### src/rtl/regdst_pkg.sv
// Shared encodings and default sizes for the write-back destination tracker.
package regdst_pkg;

  typedef enum logic [1:0] {
    DST_RT   = 2'b00,
    DST_RD   = 2'b01,
    DST_LINK = 2'b10,
    DST_RSV  = 2'b11
  } dst_sel_e;

  localparam int REG_W_DEF    = 5;
  localparam int LINK_REG_DEF = 31;

endpackage

### src/rtl/regdst_stage.sv
// One in-flight slot of the destination tracker: holds {dst, vld} with load, bubble and hold.
module regdst_stage #(
  parameter int REG_W = 5
) (
  input  logic             clk,
  input  logic             reset,
  input  logic             load,
  input  logic             bubble,
  input  logic [REG_W-1:0] d_dst,
  input  logic             d_vld,
  output logic [REG_W-1:0] q_dst,
  output logic             q_vld
);

  // Bubble beats load; neither asserted means the slot holds.
  always_ff @(posedge clk) begin
    if (reset || bubble) begin
      q_dst <= '0;
      q_vld <= 1'b0;
    end else if (load) begin
      q_dst <= d_dst;
      q_vld <= d_vld;
    end
  end

endmodule

### src/rtl/regdst_track_pipe.sv
// Destination-register select plus DEPTH-stage in-flight tracker with RAW hazard flags.
// Optional macro REGDST_FWD_EN adds youngest-match forwarding index outputs.
module regdst_track_pipe
  import regdst_pkg::*;
#(
  parameter int REG_W    = REG_W_DEF,
  parameter int DEPTH    = 3,
  parameter int LINK_REG = LINK_REG_DEF
) (
  input  logic                     clk,
  input  logic                     reset,
  input  logic [1:0]               dst_sel,
  input  logic [REG_W-1:0]         rt_in,
  input  logic [REG_W-1:0]         rd_in,
  input  logic                     wr_en_in,
  input  logic                     stall,
  input  logic                     flush,
  input  logic [REG_W-1:0]         rs_chk,
  input  logic [REG_W-1:0]         rt_chk,
  output logic [REG_W-1:0]         dst_out,
  output logic [DEPTH*REG_W-1:0]   stage_dst,
  output logic [DEPTH-1:0]         stage_vld,
  output logic [REG_W-1:0]         wb_dst,
  output logic                     wb_vld,
`ifdef REGDST_FWD_EN
  output logic                     fwd_rs_hit,
  output logic [$clog2(DEPTH)-1:0] fwd_rs_idx,
  output logic                     fwd_rt_hit,
  output logic [$clog2(DEPTH)-1:0] fwd_rt_idx,
`endif
  output logic                     hazard_rs,
  output logic                     hazard_rt
);

  localparam logic [REG_W-1:0] LINK_IDX = REG_W'(LINK_REG);

  if (DEPTH < 2 || LINK_REG >= (2 ** REG_W)) begin : g_param_check
    $error("regdst_track_pipe: DEPTH must be >= 2 and LINK_REG must fit in REG_W bits");
  end

  logic             entry_vld;
  logic [REG_W-1:0] stg_dst [DEPTH];
  logic             stg_vld [DEPTH];

  always_comb begin
    case (dst_sel)
      DST_RD:   dst_out = rd_in;
      DST_LINK: dst_out = LINK_IDX;
      default:  dst_out = rt_in;
    endcase
  end

  // $zero is never a real destination, so it is never tracked.
  assign entry_vld = wr_en_in && (dst_out != '0);

  for (genvar k = 0; k < DEPTH; k++) begin : g_stage
    logic             ld;
    logic             bub;
    logic [REG_W-1:0] din;
    logic             vin;

    if (k == 0) begin : g_entry
      // Flush squashes the entering instruction even while stalled.
      assign ld  = !stall;
      assign bub = flush;
      assign din = dst_out;
      assign vin = entry_vld;
    end else if (k == 1) begin : g_ex
      // A stalled decode inserts a bubble behind itself so older work drains.
      assign ld  = 1'b1;
      assign bub = stall && !flush;
      assign din = stg_dst[0];
      assign vin = stg_vld[0];
    end else begin : g_tail
      assign ld  = 1'b1;
      assign bub = 1'b0;
      assign din = stg_dst[k-1];
      assign vin = stg_vld[k-1];
    end

    regdst_stage #(.REG_W(REG_W)) u_stage (
      .clk    (clk),
      .reset  (reset),
      .load   (ld),
      .bubble (bub),
      .d_dst  (din),
      .d_vld  (vin),
      .q_dst  (stg_dst[k]),
      .q_vld  (stg_vld[k])
    );

    assign stage_dst[k*REG_W +: REG_W] = stg_dst[k];
    assign stage_vld[k]                = stg_vld[k];
  end

  assign wb_dst = stg_dst[DEPTH-1];
  assign wb_vld = stg_vld[DEPTH-1];

  always_comb begin
    hazard_rs = 1'b0;
    hazard_rt = 1'b0;
    for (int k = 0; k < DEPTH; k++) begin
      if (stg_vld[k] && stg_dst[k] == rs_chk) hazard_rs = 1'b1;
      if (stg_vld[k] && stg_dst[k] == rt_chk) hazard_rt = 1'b1;
    end
    if (rs_chk == '0) hazard_rs = 1'b0;
    if (rt_chk == '0) hazard_rt = 1'b0;
  end

`ifdef REGDST_FWD_EN
  localparam int IDX_W = $clog2(DEPTH);

  // Scan oldest to youngest so the youngest match is the one left standing.
  always_comb begin
    fwd_rs_hit = 1'b0;
    fwd_rs_idx = '0;
    fwd_rt_hit = 1'b0;
    fwd_rt_idx = '0;
    for (int k = DEPTH - 1; k >= 0; k--) begin
      if (stg_vld[k] && stg_dst[k] == rs_chk && rs_chk != '0) begin
        fwd_rs_hit = 1'b1;
        fwd_rs_idx = IDX_W'(k);
      end
      if (stg_vld[k] && stg_dst[k] == rt_chk && rt_chk != '0) begin
        fwd_rt_hit = 1'b1;
        fwd_rt_idx = IDX_W'(k);
      end
    end
    if (reset) begin
      fwd_rs_hit = 1'b0;
      fwd_rs_idx = '0;
      fwd_rt_hit = 1'b0;
      fwd_rt_idx = '0;
    end
  end
`endif

endmodule

### config.mk
export PLATFORM = sky130hd
export DESIGN_NAME = regdst_track_pipe
export DESIGN_NICKNAME = d
export VERILOG_FILES = /design/src/rtl/regdst_pkg.sv /design/src/rtl/regdst_stage.sv /design/src/rtl/regdst_track_pipe.sv
export SDC_FILE = /design/constraint.sdc
export NUM_CORES = 1
export LEC_CHECK = 0
export ABC_CLOCK_PERIOD_IN_PS = 1590
export BUFFER_PORTS_ARGS = -buffer_cell sky130_fd_sc_hd__clkbuf_2
export CORE_MARGIN = 2
export CORE_UTILIZATION = 35
export CTS_CLUSTER_DIAMETER = 120
export DETAILED_ROUTE_END_ITERATION = 10
export PLACE_DENSITY = 0.69
export SETUP_SLACK_MARGIN = 0.2
export SLEW_MARGIN = 10
export SYNTH_ARGS = -nofsm -noshare
export SYNTH_HDL_FRONTEND = slang
export SYNTH_SLANG_ARGS = --single-unit
### constraint.sdc
create_clock -name clk -period 1.59 [get_ports clk]
set_input_delay 0.0795 -clock clk [delete_from_list [all_inputs] [get_ports clk]]
set_output_delay 0.0795 -clock clk [all_outputs]
set_load 0.02 [all_outputs]
==> results.yml, run 1 <==
timing:
  hold_viol: 0
  worst_slew_pin_slew_ps: 334
  clock_skew_ps: 1.02
  setup_viol: 2
  slew_violations: 0
  rsz0062_at_grt: "yes"
  holdWs_ps: 42.2
  final.min_clock_period_ps: 1640
  layout_setup_ws_ps: -48.7
  fin_crit_sh: 1.03
  fmax_mhz: 610
  slew_headroom: 0.777
pwr:
  p_total_uw: 953
  p_leak_uw: 0.000742
  power_density_nw_per_um2: 628
  ir_worst_vdd_mv: 0.274
detailed_routing:
  detail_route.first_pass.iterations: 4
  vias_per_cell: 4.70
  wire_per_inst_um: 12.3
  ant_nets: 0
  drc_errors: 0
  first_iter_violations: 46
  wirelength_um: 2770
  num_vias: 1057
critical_path:
  endpoint: "hazard_rt"
  r2r-end: "g_stage[0].u_stage.q_dst[3]$_SDFFE_PP0N_"
  worstPathArrival_ps: 1560
  r2r_start: "g_stage[0].u_stage.q_dst[3]$_SDFFE_PP0N_"
  reg2reg_slack_ps: 790
  path_max_fanout: 4
  cp-start-kind: "register"
  cp.required_ps: 1510
  r2r_cells: 3
  startpoint: "g_stage[1].u_stage.q_dst[2]$_SDFF_PP0_"
  end_kind: "primary output"
  worst-setup-path-type: "reg -> out"
run_status:
  outcome: "finished with violations"
  violations: "setup timing"
clock_tree:
  htree_levels: 1
  cts_num_sinks: 18
  cts_tree: "done"
  cts_buffers: 3
  clock_latency_ps: 280
  clk_pin_slew_ps: 90
  cts-root-buf: "clkbuf_4"
  clk_path_buf_depth: 2
floorplanning:
  core_sq_um: 3050
  die_h_um: 60.8
  rows: 20
  initial_utilization: 0.370
  chipWidth_um: 60.8
  dieArea_sq_um: 3700
  io_pins: 58
yosys:
  synthTopCellsByArea: "dfxtp_1, xor2_1, nor2b_1"
  ys_types: 26
  synth_seq_cells: 18
  postSynthCellCount: 127
  synth_most_common_cell: "xor2_1"
  async_flop_share: 0
  synth_common_cells: "xor2_1, dfxtp_1, nor2b_1"
  netlist_area_sq_um: 1130
  avgSynthCellArea_sq_um: 8.91
  yosysTopAreaCellShare: 0.319
  ys_seq_area_frac: 0.319
  yosys.area.top_type: "dfxtp_1"
  syn_nets: 156
  synth_edf_count: 0
  synthFlopType: "dfxtp_1"
  ys_warn_count: 0
global_routing:
  grt.total_usage: 0.165
  grt_pass1_vias: 1021
  overflow: 0
  grt_pass1_wl_um: 4520
  antenna_found_initial: 0
  grt_max_degree: 14
flow_run:
  maxCapViolCount: 0
layout:
  multiInputGateArea_sq_um: 717
  diodes: 0
  fin_cells: 225
  area_growth_syn_to_layout_pct: 34.2
  register_area_sq_um: 379
  fin_nets: 212
  fin_util: 0.497
  drive_above_1_share: 0.459
  nFillCells: 318
min_path:
  worst_hold_path_type: "in -> reg"
placement:
  dp_hpwl_um: 2230
  dp_cells: 219
  portBuffers: 57
  gp_congestion: 0.746
## cell usage in the layout, fill, tap and decap left out, types with 2 or more instances in the layout
| master | Yosys | routed |
|---|---|---|
| and2_1 | 8 | 8 |
| xor2_1 | 24 | 24 |
| a32oi_1 | 2 | 2 |
| a211oi_1 | 2 | 2 |
| clkbuf_8 | 0 | 2 |
| nand3_1 | 2 | 2 |
| nor4_1 | 6 | 3 |
| dfxtp_4 | 0 | 3 |
| nor4_2 | 0 | 3 |
| inv_1 | 3 | 3 |
| mux2i_1 | 3 | 3 |
| xnor2_1 | 6 | 6 |
| clkbuf_2 | 0 | 55 |
| nor3_1 | 7 | 7 |
| a21oi_1 | 6 | 4 |
| buf_4 | 8 | 4 |
| nor2_1 | 5 | 5 |
| a21oi_2 | 2 | 4 |
| nor2b_1 | 10 | 10 |
| nand2_1 | 4 | 4 |
| dfxtp_2 | 0 | 6 |
| ha_1 | 2 | 2 |
| or4_1 | 2 | 2 |
| clkbuf_4 | 0 | 3 |
| dfxtp_1 | 18 | 9 |
## area by class of cell
class                           count  area share
Tap cell                           44      0.0363
Sequential cell                    18       0.250
Inverter                            3     0.00742
Multi-Input combinational cell     96       0.472
Clock buffer                        3      0.0148
Timing Repair Buffer               61       0.219
## worst min-delay path by stage
stage / slack [ps] / endpoint / depth (start not counted) / start
floorplan: 150 / g_stage[2].u_stage.q_dst[0]$_SDFF_PP0_ / 1 / reset
global placement: 360 / g_stage[0].u_stage.q_vld$_SDFFE_PP0N_ / 2 / flush
detailed placement: 350 / g_stage[0].u_stage.q_vld$_SDFFE_PP0N_ / 2 / flush
CTS: 40 / g_stage[0].u_stage.q_dst[1]$_SDFFE_PP0N_ / 2 / flush
global route: 50 / g_stage[0].u_stage.q_dst[4]$_SDFFE_PP0N_ / 2 / flush
finish: 40 / g_stage[0].u_stage.q_dst[0]$_SDFFE_PP0N_ / 2 / flush
## flip-flops by register name, summed over array words and instances, names as in the netlist
signal / count
g_stage.u_stage.q_dst: 15
g_stage.u_stage.q_vld: 3
## worst max-delay path: stages, from the launching register on
cell	delay (ps)
dfxtp_2	360
xor2_1	160
nor4_2	340
a32oi_1	120
a21oi_2	150
clkbuf_8	150
## power breakdown
group          switching, uW  internal [uW]  leakage (uW)
combinational            156            112      0.000577
clock                    123           87.8     0.0000138
sequential              14.5            459      0.000151
## layer usage
layer	share of wire	GRT usage	routed length, um	vias to the layer above
li1	-	-	-	542
met1	0.42	0.198	1170	461
met2	0.48	0.284	1320	52
met3	0.088	0.0320	244	2
met4	0.0098	0.0745	27	0
met5	0	0	0	-
## per-stage QoR
step                instance area (sq um)  worst slack [ps]  TNS [ps]
floorplan                            1140               217         0
global placement                     1420               157         0
detailed placement                   1420               122         0
CTS                                  1510             -76.0      -134
global route                         1520              -161      -318
finish                               1520             -48.7     -85.1
## what timing repair did
action                                  in CTS  in global routing
buffers inserted                             2                  1
pin swaps                                    7                  6
cloned                                       0                  0
endpoints found under the setup margin       2                  2
gates resized for setup                     17                  2
hold buffers                                 0                  0
## logic make-up (layout without fill, tap and decap cells)
kind of cell | Yosys count | count (layout) | synth area share
compound gates | 16 | 16 | 0.106
xor+xnor | 30 | 30 | 0.232
fa+ha+maj | 2 | 2 | 0.0221
buf+inv | 13 | 67 | 0.0708
flops | 18 | 18 | 0.319
mux | 3 | 3 | 0.0265
simple gates | 45 | 45 | 0.223
Power figures use the tool's default switching activity.
==> run 2: changes to the inputs <==
--- a/config.mk
+++ b/config.mk
@@ -6,7 +6,7 @@
 export NUM_CORES = 1
 export LEC_CHECK = 0
 export ABC_CLOCK_PERIOD_IN_PS = 1590
-export BUFFER_PORTS_ARGS = -buffer_cell sky130_fd_sc_hd__clkbuf_2
+export BUFFER_PORTS_ARGS = -buffer_cell sky130_fd_sc_hd__buf_4
 export CORE_MARGIN = 2
 export CORE_UTILIZATION = 35
 export CTS_CLUSTER_DIAMETER = 120
==> run 2 against run 1 <==
  * The run still ends with setup timing left
  * Final area is 11% higher
  * Highest routed layer unchanged
  * Largest cell class unchanged
  * Critical endpoint unchanged
  * Largest power group unchanged
  * Critical path type unchanged
  * Worst hold slack better by 17 ps
  * Sequential share of layout area is 2.2 points lower
==> results.yml, run 2 (synthesis gave the netlist of run 1 again) <==
run_status:
  outcome: "finished with violations"
  violations: "setup timing"
timing:
  rsz0062_at_grt: "yes"
  layout_setup_ws_ps: -22.2
  hold_viol: 0
  holdWs_ps: 59.5
  fin_crit_sh: 1.01
  setup_viol: 2
  slew_headroom: 0.754
  final.min_clock_period_ps: 1610
  slew_violations: 0
  clock_skew_ps: 4.46
  fmax_mhz: 620
  worst_slew_pin_slew_ps: 370
  fin_setup_tns_ps: -30.0
clock_tree:
  clk_pin_slew_ps: 100
  htree_levels: 1
  cts_num_sinks: 18
  cts_tree: "done"
  cts-root-buf: "clkbuf_4"
  cts_buffers: 3
  clock_latency_ps: 280
  clk_path_buf_depth: 2
layout:
  layout_commonest_cell: "buf_4"
  largest_reg_flops: 15
  drive_above_1_share: 0.489
  area_growth_syn_to_layout_pct: 48.5
  nFillCells: 302
  largest-register: "g_stage.u_stage.q_dst"
  diodes: 0
  mostFrequentLayoutCells: "buf_4, xor2_1, nor2b_1"
  fin_util: 0.550
  largestRegisters: "g_stage.u_stage.q_dst: 15 flops, g_stage.u_stage.q_vld: 3 flops"
  register_area_sq_um: 383
  fin_nets: 213
  multiInputGateArea_sq_um: 736
  fin_cells: 226
placement:
  dp_hpwl_um: 2370
  gp_congestion: 0.823
  dp_cells: 219
  portBuffers: 57
min_path:
  worst_hold_path_type: "in -> reg"
  min_from: "reset"
  hold_path_depth: 2
  worstHoldEndpoint: "g_stage[2].u_stage.q_dst[0]$_SDFF_PP0_"
critical_path:
  worstPathArrival_ps: 1530
  crit_chain: "xor2_1 -> nor4_1 -> a32oi_1 -> a21oi_2 -> buf_4"
  r2r_start: "g_stage[0].u_stage.q_dst[3]$_SDFFE_PP0N_"
  r2r-end: "g_stage[0].u_stage.q_dst[3]$_SDFFE_PP0N_"
  end_kind: "primary output"
  worst-setup-path-type: "reg -> out"
  cp-start-kind: "register"
  cp.required_ps: 1510
  slowest_stage: "dfxtp_2"
  r2r_cells: 3
  path_max_fanout: 5
  cp_slowest_stage_delay_ps: 360
  reg2reg_slack_ps: 800
floorplanning:
  chipWidth_um: 60.8
  io_pins: 58
  dieArea_sq_um: 3700
  initial_utilization: 0.370
  rows: 20
  die_h_um: 60.8
  core_sq_um: 3050
pwr:
  ir_worst_vdd_mv: 0.247
  p_leak_uw: 0.000787
  p_total_uw: 1000
  power_density_nw_per_um2: 598
detailed_routing:
  detail_route.first_pass.iterations: 4
  top_layer: "met4"
  wire_per_inst_um: 13.1
  drc_errors: 0
  wl_met3_um: 251
  first_iter_violations: 35
  met1_length_um: 1210
  wirelength_um: 2960
  wl_met2_um: 1460
  num_vias: 1094
  ant_nets: 0
  vias_per_cell: 4.84
global_routing:
  grt.total_usage: 0.168
  antenna_found_initial: 0
  grt_max_degree: 14
  overflow: 0
  grt_pass1_wl_um: 4640
  grt_pass1_vias: 1096
flow_run:
  maxCapViolCount: 0
==> run 2: changes by cell type in the layout (fill, tap and decap cells not counted), moves of 2 or more <==
| cell | change |
|---|---|
| dfxtp_2 | +3 |
| clkbuf_2 | -55 |
| clkbuf_8 | -2 |
| buf_4 | +56 |
| dfxtp_1 | -3 |
==> run 2: worst max-delay path: cells and delay by family, from the launching register on <==
| kind | cells | cell delay (ps) |
|---|---|---|
| AOI/OAI and AO/OA | 2 | 300 |
| xor gates and xnor gates | 1 | 160 |
| buffers and inverters | 1 | 140 |
| DFF | 1 | 360 |
| and+or+nand+nor | 1 | 270 |
==> run 2: repair_timing <==
| action | 4_1_cts | 5_1_grt |
|---|---|---|
| hold endpoints to repair | 5 | 0 |
| buffers inserted | 2 | 1 |
| endpoints found under the setup margin | 2 | 3 |
| hold buffers | 1 | 0 |
| cloned | 0 | 0 |
| resized for setup | 10 | 12 |
| pin swaps | 6 | 9 |
==> run 2: area by class of cell <==
type                            count  area share
Multi-Input combinational cell     96       0.438
Inverter                            3     0.00671
Clock buffer                        3      0.0134
Timing Repair Buffer               62       0.281
Sequential cell                    18       0.228
Tap cell                           44      0.0328
==> run 2: how the worst max path moves through the flow <==
stage,from,endpoint,cells after the start
3_3_place_gp,dst_sel[0],g_stage[0].u_stage.q_vld$_SDFFE_PP0N_,7
5_1_grt,g_stage[1].u_stage.q_dst[2]$_SDFF_PP0_,hazard_rs,5
2_1_floorplan,dst_sel[0],g_stage[0].u_stage.q_vld$_SDFFE_PP0N_,5
4_1_cts,g_stage[2].u_stage.q_dst[2]$_SDFF_PP0_,hazard_rs,5
3_5_place_dp,dst_sel[0],g_stage[0].u_stage.q_vld$_SDFFE_PP0N_,7
6_report,g_stage[0].u_stage.q_dst[1]$_SDFFE_PP0N_,hazard_rt,5
==> run 2: routing by layer <==
metal,up-vias,GRT usage
li1,540,-
met1,486,0.188
met2,64,0.310
met3,4,0.0277
met4,0,0.0714
met5,-,0
==> run 2: report_power, final <==
group	internal [uW]	switching, uW	total, uW
clock	87.9	129	217
combinational	149	163	312
sequential	459	15.9	475
total	696	308	1000
==> run 2: through the flow <==
| stage | setup WS (ps) | instance area (sq um) |
|---|---|---|
| global route | -119 | 1680 |
| finish | -22.2 | 1680 |
| floorplan | 217 | 1140 |
| detailed placement | 132 | 1560 |
| CTS | -65.7 | 1630 |
| global placement | 170 | 1560 |
==> run 3: changes to the inputs <==
--- a/config.mk
+++ b/config.mk
@@ -8,10 +8,10 @@
 export ABC_CLOCK_PERIOD_IN_PS = 1590
 export BUFFER_PORTS_ARGS = -buffer_cell sky130_fd_sc_hd__buf_4
 export CORE_MARGIN = 2
-export CORE_UTILIZATION = 35
+export CORE_UTILIZATION = 45
 export CTS_CLUSTER_DIAMETER = 120
 export DETAILED_ROUTE_END_ITERATION = 10
-export PLACE_DENSITY = 0.69
+export PLACE_DENSITY = 0.84
 export SETUP_SLACK_MARGIN = 0.2
 export SLEW_MARGIN = 10
 export SYNTH_ARGS = -nofsm -noshare
==> run 3 against run 2 <==
  * The flow still finishes with violations (setup timing)
  * Utilization rose by 13 points
  * Setup slack got worse by 4.1 ps
  * Combinational power barely moved
  * Non-clock buffer count rose by 1
  * Die area fell by 21%
  * Largest cell class unchanged
  * Largest power group unchanged
==> results.yml, run 3 (synthesis gave the netlist of run 1 again) <==
run_status:
  outcome: "finished with violations"
  violations: "setup timing"
layout:
  nFillCells: 187
  area_growth_syn_to_layout_pct: 46.7
  largest_reg_flops: 15
  drive_above_1_share: 0.459
  mostFrequentLayoutCells: "buf_4, xor2_1, nor2b_1, dfxtp_1, and2_1"
  fin_util: 0.682
  layout_commonest_cell: "buf_4"
  diodes: 0
  fin_nets: 214
  largestRegisters: "g_stage.u_stage.q_dst: 15 flops, g_stage.u_stage.q_vld: 3 flops"
  largest-register: "g_stage.u_stage.q_dst"
critical_path:
  crit_chain: "xor2_1 -> nor4_2 -> a32oi_1 -> a21oi_2 -> buf_6"
  r2r_start: "g_stage[0].u_stage.q_dst[2]$_SDFFE_PP0N_"
  worst-setup-path-type: "reg -> out"
  cp.required_ps: 1510
  worstPathArrival_ps: 1540
  cp_slowest_stage_delay_ps: 360
  cp_top_family: "flip-flops"
  cp-start-kind: "register"
  slowest_stage: "dfxtp_1"
  startpoint: "g_stage[1].u_stage.q_dst[4]$_SDFF_PP0_"
  path_max_fanout: 4
  end_kind: "primary output"
  path_buf_inv: 1
detailed_routing:
  wire_per_inst_um: 13.8
  num_vias: 1110
  ant_nets: 0
  vias_per_cell: 5.21
  first_iter_violations: 10
  drc_errors: 0
  wirelength_um: 2930
  detail_route.first_pass.iterations: 4
floorplanning:
  core_sq_um: 2430
  dieArea_sq_um: 2930
  chipWidth_um: 54.1
  initial_utilization: 0.465
  io_pins: 58
  rows: 18
  die_h_um: 54.1
clock_tree:
  cts_tree: "done"
  htree_levels: 1
  cts_num_sinks: 18
  clk_pin_slew_ps: 90
  clk_path_buf_depth: 2
  cts_buffers: 3
  cts-root-buf: "clkbuf_4"
  clock_latency_ps: 280
timing:
  fmax_mhz: 619
  slew_violations: 0
  slew_headroom: 0.754
  final.min_clock_period_ps: 1620
  worst_slew_pin_slew_ps: 370
  fin_crit_sh: 1.02
  rsz0062_at_grt: "yes"
  hold_viol: 0
  clock_skew_ps: 3.79
  layout_setup_ws_ps: -26.3
  setup_viol: 2
placement:
  portBuffers: 57
  dp_slack_ps: 127
  gp_congestion: 0.808
  dp_hpwl_um: 2220
pwr:
  ir_worst_vdd_mv: 0.329
  power_density_nw_per_um2: 597
  p_leak_uw: 0.000788
  p_total_uw: 990
min_path:
  worst_hold_path_type: "in -> reg"
  min_from: "reset"
global_routing:
  grt_pass1_wl_um: 4100
  grt.total_usage: 0.195
  antenna_found_initial: 0
  grt_pass1_vias: 1020
  overflow: 0
  grt_max_degree: 14
flow_run:
  maxCapViolCount: 0
==> run 3: final timing paths <==
path	end	cells past startpoint	slack (ps)
worst max-delay path	hazard_rt	5	-30
worst min-delay path	g_stage[2].u_stage.q_dst[2]$_SDFF_PP0_	2	50
worst max register to register	g_stage[0].u_stage.q_dst[2]$_SDFFE_PP0N_	2	800
worst min register to register	g_stage[2].u_stage.q_dst[2]$_SDFF_PP0_	1	500
==> run 3: layout make-up <==
class	instances	area, sq um	share of cell area
clock buffers	3	22.5	0.0136
flip-flops and latches	18	380	0.229
inverters	3	11.3	0.00679
repair buffers	63	483	0.291
well taps	30	37.5	0.0226
multi-input cells	96	724	0.437
==> run 3: worst register-to-register path: stages, from the launching register on <==
cell     delay, ps
dfxtp_1        450
mux2i_1        110
nor3_1         150
==> run 3: stage by stage <==
step / cells / setup TNS [ps] / hold slack, ps / cell area [sq um]
final: 213 / -48.5 / 51.2 / 1660
after global routing: 213 / -251 / 52.0 / 1660
after CTS: 210 / -63.4 / 51.3 / 1610
after detailed placement: 205 / 0 / 301 / 1540
after global placement: 205 / 0 / 300 / 1540
after floorplan: 127 / 0 / 151 / 1140
==> run 3: layer usage <==
metal  track usage  vias to the layer above  share of wire
met2         0.394                       61           0.53
met1         0.189                      499           0.38
met4        0.0750                        0          0.016
met5             0                        -              0
met3        0.0361                        6          0.078
li1              -                      544              -
==> run 3: repair_timing <==
item                       in CTS  in global routing
setup endpoints to repair       2                  2
pin swaps                       5                  6
hold buffers                    1                  0
hold endpoints to repair        5                  0
setup buffers                   1                  3
cloned                          0                  0
gates resized for setup         9                  9
==> run 3: power breakdown <==
part | switching [uW] | internal, uW
clock | 119 | 87.7
sequential | 15.5 | 457
combinational | 162 | 149
